`src/rtl/alu_arbiter.sv`:
```
// alu_arbiter: round-robin arbiter sharing one combinational ALU among NREQ
// requesters, with a registered issue stage and a registered response stage.
module alu_arbiter #(
  parameter int unsigned NREQ = 4,
  parameter int unsigned IDW  = 2
) (
  input  logic                 clk,
  input  logic                 rst_n,
  input  logic [NREQ-1:0]      req_valid,
  input  logic [6*NREQ-1:0]    req_opcode,
  input  logic [32*NREQ-1:0]   req_a,
  input  logic [32*NREQ-1:0]   req_b,
  output logic [NREQ-1:0]      req_ready,
  output logic [31:0]          alu_r2,
  output logic [31:0]          alu_r3,
  output logic [5:0]           alu_opcode,
  input  logic [31:0]          alu_out,
  output logic                 rsp_valid,
  output logic [IDW-1:0]       rsp_id,
  output logic [31:0]          rsp_data,
  input  logic                 rsp_ready
);

  localparam int unsigned OPW = 6;
  localparam int unsigned DW  = 32;

  logic              s1_valid;
  logic [IDW-1:0]    s1_id;
  logic [OPW-1:0]    s1_op;
  logic [DW-1:0]     s1_a;
  logic [DW-1:0]     s1_b;
  logic [IDW-1:0]    last_grant;

  logic              rsp_free;
  logic              s1_adv;
  logic              accept_en;
  logic              accept;

  logic [IDW-1:0]    start_idx;
  logic [NREQ-1:0]   valid_rot;
  logic [NREQ-1:0]   pick_rot;
  logic [NREQ-1:0]   grant_c;
  logic [IDW-1:0]    grant_idx;

  logic [OPW-1:0]    op_arr [NREQ];
  logic [DW-1:0]     a_arr  [NREQ];
  logic [DW-1:0]     b_arr  [NREQ];

  // Unpack the per-requester fields into arrays indexed by requester ID
  for (genvar g = 0; g < NREQ; g++) begin : g_unpack
    assign op_arr[g] = req_opcode[OPW*g +: OPW];
    assign a_arr[g]  = req_a[DW*g +: DW];
    assign b_arr[g]  = req_b[DW*g +: DW];
  end

  // Pipeline flow control
  assign rsp_free  = !rsp_valid || rsp_ready;
  assign s1_adv    = s1_valid && rsp_free;
  assign accept_en = !s1_valid || rsp_free;

  // Round-robin pick: rotate so the search start is bit 0, isolate the lowest
  // set bit, then rotate the one-hot result back into requester order
  always_comb begin
    start_idx = (last_grant == IDW'(NREQ - 1)) ? '0 : last_grant + IDW'(1);
    valid_rot = NREQ'({req_valid, req_valid} >> start_idx);
    pick_rot  = valid_rot & (~valid_rot + NREQ'(1));
    grant_c   = NREQ'(({pick_rot, pick_rot} << start_idx) >> NREQ);
  end

  // One-hot grant to requester index
  always_comb begin
    grant_idx = '0;
    for (int unsigned i = 0; i < NREQ; i++) begin
      if (grant_c[IDW'(i)]) grant_idx = IDW'(i);
    end
  end

  // Grant is suppressed while held in reset or when the issue stage cannot take a request
  assign req_ready = (rst_n && accept_en) ? grant_c : '0;
  assign accept    = |req_ready;

  // Operands to the shared ALU, forced to zero when the issue stage is empty
  assign alu_opcode = s1_valid ? s1_op : '0;
  assign alu_r2     = s1_valid ? s1_a  : '0;
  assign alu_r3     = s1_valid ? s1_b  : '0;

  // Issue stage register
  always_ff @(posedge clk or negedge rst_n) begin
    if (!rst_n) begin
      s1_valid <= 1'b0;
      s1_id    <= '0;
      s1_op    <= '0;
      s1_a     <= '0;
      s1_b     <= '0;
    end else if (accept) begin
      s1_valid <= 1'b1;
      s1_id    <= grant_idx;
      s1_op    <= op_arr[grant_idx];
      s1_a     <= a_arr[grant_idx];
      s1_b     <= b_arr[grant_idx];
    end else if (s1_adv) begin
      s1_valid <= 1'b0;
    end
  end

  // Response stage register; payload holds while stalled
  always_ff @(posedge clk or negedge rst_n) begin
    if (!rst_n) begin
      rsp_valid <= 1'b0;
      rsp_id    <= '0;
      rsp_data  <= '0;
    end else if (s1_adv) begin
      rsp_valid <= 1'b1;
      rsp_id    <= s1_id;
      rsp_data  <= alu_out;
    end else if (rsp_valid && rsp_ready) begin
      rsp_valid <= 1'b0;
    end
  end

  // Round-robin pointer; reset value gives requester 0 first priority
  always_ff @(posedge clk or negedge rst_n) begin
    if (!rst_n) begin
      last_grant <= IDW'(NREQ - 1);
    end else if (accept) begin
      last_grant <= grant_idx;
    end
  end

endmodule

```
`config.mk`:
```
export PLATFORM = sky130hd
export DESIGN_NAME = alu_arbiter
export DESIGN_NICKNAME = d
export VERILOG_FILES = /design/src/rtl/alu_arbiter.sv
export SDC_FILE = /design/constraint.sdc
export NUM_CORES = 1
export LEC_CHECK = 0
export ABC_AREA = 1
export CORE_AREA = 4 4 165 167
export DETAILED_ROUTE_END_ITERATION = 10
export DIE_AREA = 0 0 169 171
export PLACE_DENSITY = 0.68
export REMOVE_ABC_BUFFERS = 1
export SYNTH_ARGS = -nofsm -noshare
export SYNTH_HDL_FRONTEND = slang
export SYNTH_SLANG_ARGS = --single-unit
```
`constraint.sdc`:
```
create_clock -name clk -period 6.1 [get_ports clk]
set_clock_uncertainty 0.05 [all_clocks]
set_input_delay 0.915 -clock clk [delete_from_list [all_inputs] [get_ports clk]]
set_output_delay 0.915 -clock clk [all_outputs]
set_load 0.02 [all_outputs]
```
After elaboration in Yosys (flattened, before gate mapping)
Index checks and enable logic that the tools add are counted.

Add/sub/neg operators: 2. Order comparisons: 1. Equality and inequality tests: 1. Shifts and indexed selects: 2. Mux-type cells: 21. Bitwise operators: 3. Reductions and logical operators: 10.

Operators with widths (count): $mux 32 (6); $bmux 32 s2 (2); $mux 6 (3); $bmux 6 s2 (1); $shl 8x2->8 (1); $shr 8x2->4 (1); $mux 2 (3); $mux 1 (5); $add 4x1->4 const B (1); $and 4x4->4 (1); $mux 4 (1); $not 4->4 (1); $reduce_bool 2->1 (2); $reduce_or 4->1 (1); $ge 3x3->1 const B (1); $logic_and 1x1->1 (3); $not 2->3 (1); $add 2x1->2 const B (1); $eq 2x2->1 const B (1); $logic_not 1->1 (2); $logic_or 1x1->1 (2).

Register bits after elaboration: 110. Bits of input ports: 319. Output and inout port bits: 109. Logic and storage cells: 49.

Longest topological paths before layout
Depth in word-level cells: 14. Gate-level depth with buffers: 20. Depth with buffers taken out: 16.

Worst setup path before layout
OpenSTA, ideal clock, no wires.

Path type: input to output. From: in req_valid[2]. To: out req_ready[3]. Arrival time: 2.295 ns. Data required time: 5.135 ns. Setup slack: 2.840 ns. Stages: 11. Path buffers: 2. Cells stage by stage: nand2_1 nand3_2 nand2_2 nand2_1 nor2_2 nand2_2 nand3_2 nand2_2 buf_4 clkbuf_1 nor2_1.

Cells in the longest elaborated chain, start to end: 6.

Ends and longest elaborated chain: start: declaration (RTL line 9) `input logic [NREQ-1:0] req_valid,`; $shr 8x2->4 (*) (RTL line 65) `valid_rot = NREQ'({req_valid, req_valid} >> start_idx);`; $not 4->4 (RTL line 66) `pick_rot = valid_rot & (~valid_rot + NREQ'(1));`; $add 4x1->4 (RTL line 66); $and 4x4->4 (*) (RTL line 66); $shl 8x2->8 (*) (RTL line 67) `grant_c = NREQ'(({pick_rot, pick_rot} << start_idx) >> NREQ);`; $mux 4 (*) (RTL line 79) `assign req_ready = (rst_n && accept_en) ? grant_c : '0;`; end: declaration (RTL line 13) `output logic [NREQ-1:0] req_ready,`.

Mark *: on every way between the ends. The rest lies on a longest branch, timed or not.

Final worst setup path
From: reg last_grant[0]. To: out req_ready[1].

Cells in the longest elaborated chain, start to end: 8. Elaborated cells between the ends (all ways): 9. Those cells by class: add/sub: 2; eq/ne: 1; shift: 2; mux: 2; bitwise: 2.

Ends and longest elaborated chain: start: declaration (RTL line 32) `logic [IDW-1:0] last_grant;`; start signal: assignment (RTL line 124) `last_grant <= IDW'(NREQ - 1);`; start signal: assignment (RTL line 126) `last_grant <= grant_idx;`; $add 2x1->2 or $eq 2x2->1 (tied branches) (RTL line 64) `start_idx = (last_grant == IDW'(NREQ - 1)) ? '0 : last_grant + IDW'(1);`; $mux 2 (*) (RTL line 64); $shr 8x2->4 (RTL line 65); $not 4->4 (RTL line 66); $add 4x1->4 (RTL line 66); $and 4x4->4 (RTL line 66); $shl 8x2->8 (*) (RTL line 67); $mux 4 (*) (RTL line 79).

Marks and branches as above.

==> summary.txt <==
Post-CTS Hold Buffers - 0
Average instance area after synthesis - 6.20 sq um
Metal-1 WL - 13,000 um
MaxCap Viol Count - 0
Top Metal Used - met4
Fin. max-slew vios - 0
Fmax - 226 MHz
Commonest cells after routing, fill and taps aside - 515 x nand2_1, 426 x clkdlybuf4s50_1, 221 x inv_1
DR vias/cell - 4.72
Layout area overhead - 55.1%
Critical R2R Launch - last_grant[0]
Share of layout cells above drive strength 1 - 5.30%
Hold Crit Class - reg2reg
YS warnings - 0
Hold depth - 2
Commonest non-fill, non-tap cell in the layout - nand2_1
Congestion Overflow GR - 0
Synthesized instance count - 1,373
WS Path Type - reg2out
Post-CTS Setup Inserts - 0
Initial Utilization - 33.1%
Crit path required time - 5.13 ns
Dpl hpwl - 22,800 um
WL met2 - 16,100 um
Final Hold Viols - 0
# port buffers - 427
Period utilization - 72.4%
Residual DRC - 0
R2r endpoint - s1_b[28]
I/O pins - 428
Largest net degree at the start of global routing - 77
Routability Congestion - 0.840
Clock root buffer - clkbuf_16
Min cycle time layout - 4.42 ns
Num CTS Buffers - 9
Htree depth - 3
CTS max path bufs - 2
Drt first pass iters - 4
Clock transition at the registers of the reported paths - 0.07 ns
Hold Path Sink - last_grant[1]
Slew headroom - 38.2%
Initial antenna violation count - 0
Distinct cells, synth - 25
Die Height - 171 um
WL per Instance - 15.7 um
Mapped Area - 8520 sq um
Synth Register Bits - 110
Reg2reg setup slack - 1.85 ns
Met3 WL - 2860 um
Area of the core - 25,800 sq um
Die Width - 169 um
First-pass GRT wire length - 49,500 um
RSZ-0062 raised after global routing - false
Die area - 28,900 sq um
Inst Count DP - 2,056
GR Util All Layers - 21.3%
Routed vias - 9,788
Worst Reg-to-Reg Cells - 16
Final net count - 2,052
WP data arrival - 3.45 ns
Post-CTS sizing - 0
Final WL - 32,600 um
Post-Route Setup TNS - 0 ns
Measured slew at the worst slew-check pin - 0.927 ns
Routed Antenna Nets - 0
Violation count after the first detailed-route iteration - 540
# clock sinks - 110
Setup crit start kind - flip-flop
Hold Crit Start - last_grant[1]
Worst setup EP type - primary output
Site Rows - 59
Max Fanout on Critical Path - 32
Diode count - 0
Register area share after synthesis - 32.4%
Non-Filler Instances - 2,072
Vias in the first global route - 9,289
Status - completed
Final Setup Violations - 0
Clock Latency Late Sink - 0.34 ns
TritonCTS clock tree - built
-- layout make-up --
cell class | count | area (sq um)
clock inverters | 7 | 67.6
inverters | 226 | 853
clock buffers | 9 | 225
flip-flops and latches | 110 | 2760
repair buffers | 441 | 4400
fillers | 2591 | 12600
multi-input cells | 944 | 4480
well taps | 335 | 419
-- metrics by stage --
| stage | setup WS, ns | utilization (%) | hold WS, ns | area (sq um) |
|---|---|---|---|---|
| floorplan | 0.489 | - | 0.396 | 8040 |
| global placement | 1.74 | 50.1 | 0.407 | 12900 |
| detailed placement | 1.63 | 50.1 | 0.410 | 12900 |
| CTS | 1.66 | 51.3 | 0.421 | 13200 |
| global route | 1.41 | 51.3 | 0.448 | 13200 |
| finish | 1.68 | 51.3 | 0.420 | 13200 |
-- cell families after synthesis --
family                     count (synthesis)  share of synthesized area [%]
AOI/OAI and AO/OA                         77                           4.57
adders and majority gates                  1                          0.147
buffers and inverters                    319                           15.6
DFF                                      110                           32.4
muxes                                     33                           4.36
and+or+nand+nor                          833                           42.9
-- worst max-delay path, stage by stage (launching register included) --
cell and delay (ns):
dfstp_2 0.66, ha_1 0.45, inv_4 0.22, nand3_2 0.12, nand2_2 0.11, nand4_1 0.24, nand3_4 0.44, nand3_1 0.16
inv_1 0.08, clkdlybuf4s50_1 0.61
-- state kept, by name, indices dropped and copies added, names as in the netlist --
register / count
last_grant: 2
rsp_data: 32
rsp_id: 2
rsp_valid: 1
s1_a: 32
s1_b: 32
s1_id: 2
s1_op: 6
s1_valid: 1
-- metal layers --
metal,global-route usage (%),up-vias
li1,-,4899
met1,25.5,4442
met2,38.2,404
met3,5.13,43
met4,5.71,0
met5,0,-
-- synthesized netlist by cell type --
master	number	share of area [%]
nand3_1	155	9.1
nor2_1	72	3.2
nor2_2	3	0.22
buf_2	22	1.3
clkbuf_1	53	2.3
buf_4	3	0.26
nand3_2	6	0.71
a21oi_1	70	4.1
nand3b_1	70	6.2
inv_2	3	0.13
buf_6	12	1.6
dfstp_2	2	0.62
o21ai_0	5	0.29
ha_1	1	0.15
mux2_2	33	4.4
a21oi_2	1	0.10
nand4_1	2	0.15
nand2_4	1	0.13
buf_1	3	0.13
inv_1	221	9.7
inv_4	2	0.15
o21ai_1	1	0.059
nand2_1	518	23
dfrtp_1	108	32
nand2_2	6	0.44
-- how the worst max path moves through the flow --
stage | end | slack [ns] | from
3_5_place_dp | s1_b[28] | 1.63 | req_valid[3]
4_1_cts | req_ready[1] | 1.66 | last_grant[0]
6_report | req_ready[1] | 1.68 | last_grant[0]
5_1_grt | req_ready[1] | 1.41 | last_grant[0]
2_1_floorplan | s1_a[0] | 0.49 | last_grant[0]
3_3_place_gp | s1_b[28] | 1.74 | req_valid[2]
Power is not shown: default switching activity piles up to over one toggle a cycle in this logic, so the estimate is an artifact.
